<file path="src/rtl/mem_ctrl_pkg.sv">
// Shared types and constants for the 32-bit-to-16-bit SRAM access controller.
package mem_ctrl_pkg;

  localparam int unsigned WAIT_CYCLES_DEF = 1;
  localparam int unsigned SRAM_AW         = 18;
  localparam int unsigned CNT_W           = 3;

  typedef enum logic [1:0] {
    ST_IDLE = 2'd0,
    ST_LO   = 2'd1,
    ST_HI   = 2'd2,
    ST_DONE = 2'd3
  } state_e;

  // Halfword address: the word index with the half select appended as the LSB.
  function automatic logic [SRAM_AW-1:0] half_addr(input logic [15:0] word_idx, input logic hi);
    half_addr = {1'b0, word_idx, hi};
  endfunction

endpackage

</file>
<file path="src/rtl/mem_access_controller_if.sv">
// Pipeline-side request/response signals plus the 16-bit SRAM pins.
interface mem_access_controller_if;
  import mem_ctrl_pkg::*;

  logic               MEM_R_EN;
  logic               MEM_W_EN;
  logic [31:0]        address;
  logic [31:0]        writeData;
  logic [31:0]        readData;
  logic               ready;
  logic [SRAM_AW-1:0] sram_addr;
  logic [15:0]        sram_wdata;
  logic [15:0]        sram_rdata;
  logic               sram_we_n;
  logic               sram_oe_n;

  modport master (
    output MEM_R_EN, MEM_W_EN, address, writeData, sram_rdata,
    input  readData, ready, sram_addr, sram_wdata, sram_we_n, sram_oe_n
  );

  modport slave (
    input  MEM_R_EN, MEM_W_EN, address, writeData, sram_rdata,
    output readData, ready, sram_addr, sram_wdata, sram_we_n, sram_oe_n
  );

endinterface

</file>
<file path="src/rtl/mem_access_controller_wait_counter.sv">
// Phase timer: counts cycles within an SRAM phase and flags the last one.
module wait_counter
  import mem_ctrl_pkg::*;
#(
  parameter int unsigned LIMIT = WAIT_CYCLES_DEF
) (
  input  logic clk,
  input  logic rst,
  input  logic clear_i,
  input  logic enable_i,
  output logic done_o
);

  logic [CNT_W-1:0] count_q;
  logic [CNT_W-1:0] count_d;

  assign done_o = (count_q == CNT_W'(LIMIT));

  // Next count: clear has priority over increment.
  always_comb begin
    count_d = count_q;
    if (clear_i) begin
      count_d = {CNT_W{1'b0}};
    end else if (enable_i) begin
      count_d = count_q + CNT_W'(1);
    end else begin
      count_d = count_q;
    end
  end

  // Count register.
  always_ff @(posedge clk or negedge rst) begin
    if (!rst) begin
      count_q <= {CNT_W{1'b0}};
    end else begin
      count_q <= count_d;
    end
  end

endmodule

</file>
<file path="src/rtl/mem_access_controller.sv">
// Splits each 32-bit load/store into a low and a high 16-bit SRAM phase,
// stalling the pipeline through ready until the access finishes.
module mem_access_controller
  import mem_ctrl_pkg::*;
#(
  parameter int unsigned WAIT_CYCLES = WAIT_CYCLES_DEF
) (
  input logic                    clk,
  input logic                    rst,
  mem_access_controller_if.slave bus
);

  state_e             state_q, state_d;
  logic               op_wr_q, op_wr_d;
  logic [31:0]        read_data_q, read_data_d;
  logic [SRAM_AW-1:0] sram_addr_q, sram_addr_d;
  logic [15:0]        sram_wdata_q, sram_wdata_d;
  logic               sram_we_n_q, sram_we_n_d;
  logic               sram_oe_n_q, sram_oe_n_d;
  logic               req_s;
  logic               in_phase_s;
  logic               phase_done_s;
  logic               ready_s;
  logic               unused_addr_s;

  assign req_s         = bus.MEM_R_EN | bus.MEM_W_EN;
  assign in_phase_s    = (state_q == ST_LO) || (state_q == ST_HI);
  assign unused_addr_s = ^{bus.address[31:18], bus.address[1:0]};

  wait_counter #(.LIMIT(WAIT_CYCLES)) u_wait (
    .clk      (clk),
    .rst      (rst),
    .clear_i  (!in_phase_s || phase_done_s),
    .enable_i (in_phase_s),
    .done_o   (phase_done_s)
  );

  // Next state; the operation type is latched once so mid-access enable changes are ignored.
  always_comb begin
    state_d = state_q;
    op_wr_d = op_wr_q;
    case (state_q)
      ST_IDLE: begin
        if (req_s) begin
          state_d = ST_LO;
          op_wr_d = bus.MEM_W_EN;
        end else begin
          state_d = ST_IDLE;
        end
      end
      ST_LO: begin
        if (phase_done_s) state_d = ST_HI;
        else              state_d = ST_LO;
      end
      ST_HI: begin
        if (phase_done_s) state_d = ST_DONE;
        else              state_d = ST_HI;
      end
      ST_DONE: state_d = ST_IDLE;
      default: state_d = ST_IDLE;
    endcase
  end

  // SRAM pin values for the upcoming cycle, decoded from the next state so the pins are registered.
  always_comb begin
    sram_addr_d  = {SRAM_AW{1'b0}};
    sram_wdata_d = 16'h0000;
    sram_we_n_d  = 1'b1;
    sram_oe_n_d  = 1'b1;
    case (state_d)
      ST_LO: begin
        sram_addr_d = half_addr(bus.address[17:2], 1'b0);
        if (op_wr_d) begin
          sram_wdata_d = bus.writeData[15:0];
          sram_we_n_d  = 1'b0;
        end else begin
          sram_oe_n_d  = 1'b0;
        end
      end
      ST_HI: begin
        sram_addr_d = half_addr(bus.address[17:2], 1'b1);
        if (op_wr_d) begin
          sram_wdata_d = bus.writeData[31:16];
          sram_we_n_d  = 1'b0;
        end else begin
          sram_oe_n_d  = 1'b0;
        end
      end
      default: begin
        sram_addr_d  = {SRAM_AW{1'b0}};
        sram_wdata_d = 16'h0000;
        sram_we_n_d  = 1'b1;
        sram_oe_n_d  = 1'b1;
      end
    endcase
  end

  // Read capture on the final cycle of each phase; the SRAM data is valid by then.
  always_comb begin
    read_data_d = read_data_q;
    if (!op_wr_q && phase_done_s && (state_q == ST_LO)) begin
      read_data_d[15:0] = bus.sram_rdata;
    end else if (!op_wr_q && phase_done_s && (state_q == ST_HI)) begin
      read_data_d[31:16] = bus.sram_rdata;
    end else begin
      read_data_d = read_data_q;
    end
  end

  // ready is combinational so it drops in the same cycle a request appears.
  always_comb begin
    ready_s = 1'b0;
    case (state_q)
      ST_DONE: ready_s = 1'b1;
      ST_IDLE: ready_s = !req_s;
      default: ready_s = 1'b0;
    endcase
  end

  // State, operation type, read data and SRAM pin registers.
  always_ff @(posedge clk or negedge rst) begin
    if (!rst) begin
      state_q      <= ST_IDLE;
      op_wr_q      <= 1'b0;
      read_data_q  <= 32'h0000_0000;
      sram_addr_q  <= {SRAM_AW{1'b0}};
      sram_wdata_q <= 16'h0000;
      sram_we_n_q  <= 1'b1;
      sram_oe_n_q  <= 1'b1;
    end else begin
      state_q      <= state_d;
      op_wr_q      <= op_wr_d;
      read_data_q  <= read_data_d;
      sram_addr_q  <= sram_addr_d;
      sram_wdata_q <= sram_wdata_d;
      sram_we_n_q  <= sram_we_n_d;
      sram_oe_n_q  <= sram_oe_n_d;
    end
  end

  assign bus.ready      = ready_s;
  assign bus.readData   = read_data_q;
  assign bus.sram_addr  = sram_addr_q;
  assign bus.sram_wdata = sram_wdata_q;
  assign bus.sram_we_n  = sram_we_n_q;
  assign bus.sram_oe_n  = sram_oe_n_q;

endmodule

</file>
<file path="src/flat_wrapper.sv">
// flat-port wrapper written by rule: the top's interface ports become plain ports
module mem_access_controller_flat import mem_ctrl_pkg::*;
#(
  parameter int unsigned WAIT_CYCLES = WAIT_CYCLES_DEF
)
  (clk, rst, bus_MEM_R_EN, bus_MEM_W_EN, bus_address, bus_writeData, bus_sram_rdata, bus_readData, bus_ready, bus_sram_addr, bus_sram_wdata, bus_sram_we_n, bus_sram_oe_n);
  mem_access_controller_if bus_i ();
  input logic clk;
  input logic rst;
  input wire logic [$bits(bus_i.MEM_R_EN)-1:0] bus_MEM_R_EN;
  input wire logic [$bits(bus_i.MEM_W_EN)-1:0] bus_MEM_W_EN;
  input wire logic [$bits(bus_i.address)-1:0] bus_address;
  input wire logic [$bits(bus_i.writeData)-1:0] bus_writeData;
  input wire logic [$bits(bus_i.sram_rdata)-1:0] bus_sram_rdata;
  output wire logic [$bits(bus_i.readData)-1:0] bus_readData;
  output wire logic [$bits(bus_i.ready)-1:0] bus_ready;
  output wire logic [$bits(bus_i.sram_addr)-1:0] bus_sram_addr;
  output wire logic [$bits(bus_i.sram_wdata)-1:0] bus_sram_wdata;
  output wire logic [$bits(bus_i.sram_we_n)-1:0] bus_sram_we_n;
  output wire logic [$bits(bus_i.sram_oe_n)-1:0] bus_sram_oe_n;
  assign bus_i.MEM_R_EN = bus_MEM_R_EN;
  assign bus_i.MEM_W_EN = bus_MEM_W_EN;
  assign bus_i.address = bus_address;
  assign bus_i.writeData = bus_writeData;
  assign bus_i.sram_rdata = bus_sram_rdata;
  assign bus_readData = bus_i.readData;
  assign bus_ready = bus_i.ready;
  assign bus_sram_addr = bus_i.sram_addr;
  assign bus_sram_wdata = bus_i.sram_wdata;
  assign bus_sram_we_n = bus_i.sram_we_n;
  assign bus_sram_oe_n = bus_i.sram_oe_n;
  mem_access_controller #(.WAIT_CYCLES(WAIT_CYCLES)) u_core (.clk(clk), .rst(rst), .bus(bus_i));
endmodule
</file>
<file path="config.mk">
export PLATFORM = sky130hd
export DESIGN_NAME = mem_access_controller_flat
export DESIGN_NICKNAME = d
export VERILOG_FILES = /design/src/rtl/mem_ctrl_pkg.sv /design/src/rtl/mem_access_controller_if.sv /design/src/rtl/mem_access_controller_wait_counter.sv /design/src/rtl/mem_access_controller.sv /design/src/flat_wrapper.sv
export SDC_FILE = /design/constraint.sdc
export NUM_CORES = 1
export LEC_CHECK = 0
export CAP_MARGIN = 10
export CORE_UTILIZATION = 39
export CTS_BUF_LIST = sky130_fd_sc_hd__clkbuf_4 sky130_fd_sc_hd__clkbuf_8 sky130_fd_sc_hd__clkbuf_16
export CTS_CLUSTER_DIAMETER = 100
export DETAILED_ROUTE_END_ITERATION = 7
export PLACE_DENSITY = 0.91
export SLEW_MARGIN = 20
export SYNTH_ARGS = -nofsm -noshare
export SYNTH_HDL_FRONTEND = slang
export SYNTH_SLANG_ARGS = --single-unit
</file>
<file path="constraint.sdc">
create_clock -name clk -period 2.58 [get_ports clk]
set_input_delay 0.516 -clock clk [delete_from_list [all_inputs] [get_ports clk]]
set_output_delay 0.516 -clock clk [all_outputs]
set_load 0.005 [all_outputs]
</file>
# [Word-level counts from Yosys, hierarchy flattened]
# Cells that the tools add are included.
[word_totals] reg_bits=73 input_bits=84 output_inout_bits=69 elab_cells=47
[classes] addsub=1 eq_ne=6 mux=17 n_bitwise=2 reduce_logical=12
[op_table] operator="case mux 17 bit (2 select lines)" count=1
[op_table] operator="two-way mux 16 bit" count=2
[op_table] operator="case mux 16 bit (2 select lines)" count=1
[op_table] operator="two-way mux 1 bit" count=8
[op_table] operator="case mux 2 bit (4 select lines)" count=1
[op_table] operator="== test 2 bit, second input constant" count=3
[op_table] operator="two-way mux 3 bit" count=2
[op_table] operator="== test 2 x 1 -> 1 bit, second input constant" count=2
[op_table] operator="adder 3 x 1 -> 3 bit, second input constant" count=1
[op_table] operator="== test 3 x 1 -> 1 bit, second input constant" count=1
[op_table] operator="logical AND 1 bit" count=3
[op_table] operator="logical NOT 1 bit" count=3
[op_table] operator="logical NOT 2 bit" count=1
[op_table] operator="logical OR 1 bit" count=2
[op_table] operator="two-way mux 2 bit" count=1
[op_table] operator="case mux 1 bit (2 select lines)" count=1
[op_table] operator="AND reduction 2 bit" count=1
[op_table] operator="nonzero test 2 bit" count=1
[op_table] operator="OR reduction 2 bit" count=1
[op_table] operator="inverter 1 bit" count=1
[op_table] operator="bitwise OR 1 bit" count=1

# [Logic depth before layout (Yosys ltp)]
[logic_depth] depth_word=6 mapped_depth=11 depth_no_buf=9

# [By module]
# A second synthesis with hierarchy kept.
[hier_totals] cells_unflattened=210 hier_area_um2=3030.4
[by_module_without_submodules] module="mem_access_controller" instances=1 cells_each=195 area_each_um2=2867.8 seq_area_each_um2=1754.2
[by_module_without_submodules] module="wait_counter" instances=1 cells_each=15 area_each_um2=162.7 seq_area_each_um2=75.1

# [Least setup slack after synthesis]
# Ideal clock, no wire load.
[synth_path] path_type="register to register" startpoint="register u_core.u_wait.count_q[0]" endpoint="register u_core.sram_addr_q[10], in the netlist u_core.bus.sram_addr[10]" setup_ps=66 arrival_time_ps=2033 required_ps=2514 path_slack_ps=481 stages_incl_launch_ff=11 path_buffers=2 synth_period_minus_slack_ps=2099 path_cell_list="dfrtp_1 > ha_1 > nand2b_4 > mux2i_1 > o21a_1 > ha_1 > clkbuf_1 > nor2_1 > nor2_1 > clkbuf_1 > and2_1"
[synth_via] elab_chain_len=5 word_cells_on_any_way=7 classes_between="eq/ne (3); mux (4)"
[synth_rtl] item="from (decl)" line_no="mem_access_controller_wait_counter.sv:14" rtl="logic [CNT_W-1:0] count_q;"
[synth_rtl] item="from (signal assigned)" line_no="mem_access_controller_wait_counter.sv:34" rtl="count_q <= {CNT_W{1'b0}};"
[synth_rtl] item="from (signal assigned)" line_no="mem_access_controller_wait_counter.sv:36" rtl="count_q <= count_d;"
[synth_rtl] item="== test 3 x 1 -> 1 bit *" line_no="mem_access_controller_wait_counter.sv:17" rtl="assign done_o = (count_q == CNT_W'(LIMIT));"
[synth_rtl] item="two-way mux 1 bit / two-way mux 2 bit (equally long branches)" line_no="mem_access_controller.sv:56, mem_access_controller.sv:52"
[synth_rtl] item="case mux 2 bit (4 select lines) *" line_no="mem_access_controller.sv:42" rtl="case (state_q)"
[synth_rtl] item="== test 2 bit / == test 2 x 1 -> 1 bit (equally long branches)" line_no="mem_access_controller.sv:70" rtl="case (state_d)"
[synth_rtl] item="case mux 17 bit (2 select lines) *" line_no="mem_access_controller.sv:70"
[synth_rtl] item="via u_core.sram_addr_d[10]" line_no="mem_access_controller.sv:16" rtl="logic [SRAM_AW-1:0] sram_addr_q, sram_addr_d;"
[synth_rtl] item="to (signal assigned)" line_no="mem_access_controller.sv:126" rtl="sram_addr_q <= {SRAM_AW{1'b0}};"
[synth_rtl] item="to (signal assigned)" line_no="mem_access_controller.sv:134" rtl="sram_addr_q <= sram_addr_d;"
[synth_rtl] item="to (decl)" line_no="mem_access_controller.sv:16"
# Mark *: on every way through the listed nets, which the timed path passes. The rest lies on a longest branch.
# A chain may end at the register's enable or synchronous reset.

# [Worst setup path in the final report]
[layout_path] startpoint="register u_core.state_q[0]" endpoint="output port bus_ready"
[layout_via] elab_chain_len=2 word_cells_on_any_way=3 classes_between="eq/ne (1); mux (1); reduce/logical (1)"
[layout_rtl] item="from (decl)" line_no="mem_access_controller.sv:13" rtl="state_e state_q, state_d;"
[layout_rtl] item="from (signal assigned)" line_no="mem_access_controller.sv:131" rtl="state_q <= state_d;"
[layout_rtl] item="== test 2 bit / logical NOT 2 bit (equally long branches)" line_no="mem_access_controller.sv:113" rtl="case (state_q)"
[layout_rtl] item="case mux 1 bit (2 select lines) *" line_no="mem_access_controller.sv:113"
[layout_rtl] item="to (decl)" line_no="flat_wrapper.sv:16" rtl="output wire logic [$bits(bus_i.ready)-1:0] bus_ready;"
# Every way passes the cells marked *; elsewhere a longest branch is shown, timed or not.

==> out/results.ini <==
[logic_synthesis]
syn_avg_cell_area_um2 = 14.2
yosys_warnings = 0
async_flop_share_pct = 100
synth_area_leaders = dfrtp_1 61%, mux2_2 8.6%, mux2_4 5.2%, ha_1 4.8%, a22oi_1 4.2%
synthesis.area_um2 = 2890
synth-seq-cells = 73
synth-simple-area-share_pct = 9.08
yosysTopAreaCell = dfrtp_1
synth_edf_count = 0
ys_seq_area_share_pct = 63.2
synth_compound_area_share_pct = 5.92
syn_inst = 204
syn-num-nets = 299
synth.area.mux_share_pct = 14.1
synth-xor-area-share_pct = 0
synth_top_family_by_area = multiplexers
synthAdderAreaFrac_pct = 4.76
ys_types = 30
synth.top_cell.area_share_pct = 61.4
ys.flop_type = dfrtp_1

[finish]
drive_gt1_share_pct = 17.0
nets = 438
fin_area_um2 = 4540
final_core_util_pct = 62.9
syn2layout_area_growth_pct = 56.9
diodes = 0
fin_cells = 447

[timing]
postLayoutSetupSlackWorst_ns = 0.264
min_period_ns = 2.32
setup_tns_ns = 0
skew_ns = 0.0119
rsz0062_at_grt = no
fin_crit_sh_pct = 89.8
max_slew_margin_pct = 40.7
fmax_mhz = 432
worst_pin_slew_ns = 0.889
hold_violations = 0
setup_viol = 0
drv_slew = 0

[worst_setup_path]
endpoint_kind = primary output
setup.worst_path.start_class = flip-flop
critPathSlowestCell = clkdlybuf4s50_1
path_cells = inv_1 > ha_1 > nor2_1 > clkdlybuf4s50_1
slowest_delay_ns = 0.51
cp.required_ns = 2.06
arrival_ns = 1.80
path_buf_inv = 2
cp_max_fo = 5
cpLargestDelayFamily = buffers and inverters
critPathKind = reg2out

[place]
place_area_um2 = 4320
dpl.cell_count = 431
dp_slack_ns = -0.0885
dp_hpwl_um = 4760
io_buffer_count = 135
routabilityCongestion = 0.739

[routing]
vias = 2063
vias_per_cell = 4.62
dr.pass1.iters = 2
drc = 0
totalWireLength_um = 6390
ant_nets = 0
routedWlPerCell_um = 14.3
drt_iter0_markers = 57

[floorplan]
ios = 153
die_area_um2 = 7770
rows = 31
die_h_um = 88.1
core_area_um2 = 7210
start_util_pct = 40.1
die_x_um = 88.1

[power]
ir_worst_vdd_v = 0.000552
p_sw_share_pct = 30.4
p_comb_share_pct = 45.9
p_per_area_nw_per_um2 = 1130
p_clk_share_pct = 18.2
seqPwrFrac_pct = 35.9
cellLeakagePower_uw = 0.00199
internal-power_uw = 3570
netSwitchingPower_uw = 1560

[clock_tree]
cts_htree_levels = 3
clockBufferDepth = 2
clock-sinks = 73
cts_tree = built
clock_latency_ns = 0.33
postCtsHoldBufs = 0
cts_root_buf = clkbuf_8
clk_pin_slew_worst_paths_ns = 0.08
numCtsBuffers = 9

[global_route]
antenna_found_initial = 0
grt.overflow.total = 0
grt_pass1_vias = 2110
grt_usage_pct = 17.1
grt_pass1_wl_um = 9880
grt_max_degree = 74

[worst_hold_path]
hold_path.class = in2async

[status]
outcome = finished clean

[job]
cap_violations = 0

power by group through the flow:
stage	Combinational, uW	Sequential, uW	Clock [uW]
after global routing	2590	1900	1000
after detailed placement	2380	1870	0
after floorplan	1050	1900	0
final	2360	1840	931
after CTS	2390	1850	959
after global placement	2290	1840	0
per-layer routing:
metal,wire (um),GRT usage (%),vias to the layer above
li1,-,-,964
met5,0,0,-
met3,602,7.82,10
met2,3280,30.2,98
met1,2400,18.3,991
met4,108,5.43,0
synthesized netlist by cell type (2+ instances only):
master    count
clkbuf_1      6
dfrtp_1      71
dfstp_2       2
a22oi_1      16
mux2_2       22
nor2_1       22
mux2_4       10
o21a_1        2
inv_1         4
o21ai_0       2
and2_1       17
ha_1         11
nand2_1       2
state kept, by name (all words and copies together) (netlist names):
signal                 count
u_core.bus.readData       32
u_core.bus.sram_addr      17
u_core.bus.sram_wdata     16
u_core.u_wait.count_q      3
u_core.state_q             2
u_core.bus.sram_oe_n       1
u_core.bus.sram_we_n       1
u_core.op_wr_q             1
cell usage in the layout (no fill, tap or decap), types with 2 or more instances in the layout:
| cell type | instances |
|---|---|
| nand2_1 | 2 |
| dfrtp_1 | 71 |
| clkdlybuf4s50_1 | 134 |
| o21ai_0 | 2 |
| ha_1 | 11 |
| clkinvlp_4 | 2 |
| buf_4 | 4 |
| clkbuf_8 | 11 |
| mux2_4 | 10 |
| and2_1 | 17 |
| a22oi_1 | 16 |
| mux2_2 | 22 |
| nor2_1 | 21 |
| o21a_1 | 2 |
| inv_1 | 4 |
| dfstp_2 | 2 |
through the flow:
stage	power, uW	hold slack [ns]
after global placement	4140	0.446
final	5130	0.299
after detailed placement	4250	0.470
after global routing	5490	0.370
after CTS	5200	0.329
after floorplan	2950	0.220
logic make-up after synthesis:
group           count (synthesis)
buf+inv                        14
flops                          73
other cells                     1
simple gates                   48
fa+ha+maj                      11
compound gates                 24
mux                            33
final cells by class:
cell class / instances / area [um^2]
fillers: 570 / 2680
flip-flops and latches: 73 / 1830
repair buffers: 138 / 1370
multi-input cells: 117 / 986
clock buffers: 11 / 151
well taps: 99 / 124
clock inverters: 5 / 62.6
inverters: 4 / 15.0
worst paths after layout:
path / from / to / slack [ns] / cells after the start
worst max-delay path: u_core.state_q[0]$_DFF_PN0_ / bus_ready / 0.26 / 4
worst min-delay path: rst / u_core.bus.readData[17]$_DFFE_PN0P_ / 0.30 / 1
max in group asynchronous: rst / u_core.bus.readData[29]$_DFFE_PN0P_ / 1.69 / 1
min in group clk: u_core.u_wait.count_q[0]$_DFFE_PN0P_ / u_core.u_wait.count_q[0]$_DFFE_PN0P_ / 0.47 / 1
worst min register to register: u_core.u_wait.count_q[0]$_DFFE_PN0P_ / u_core.u_wait.count_q[0]$_DFFE_PN0P_ / 0.47 / 1
worst max register to register: u_core.u_wait.count_q[1]$_DFFE_PN0P_ / u_core.bus.sram_wdata[6]$_DFF_PN0_ / 0.41 / 8
repair_timing:
action	in CTS	in global routing
setup endpoints to repair	0	16
gates resized for setup	0	1
buffers inserted	0	0
hold endpoints to repair	0	0
No activity file was read; power rests on OpenSTA's default activity.
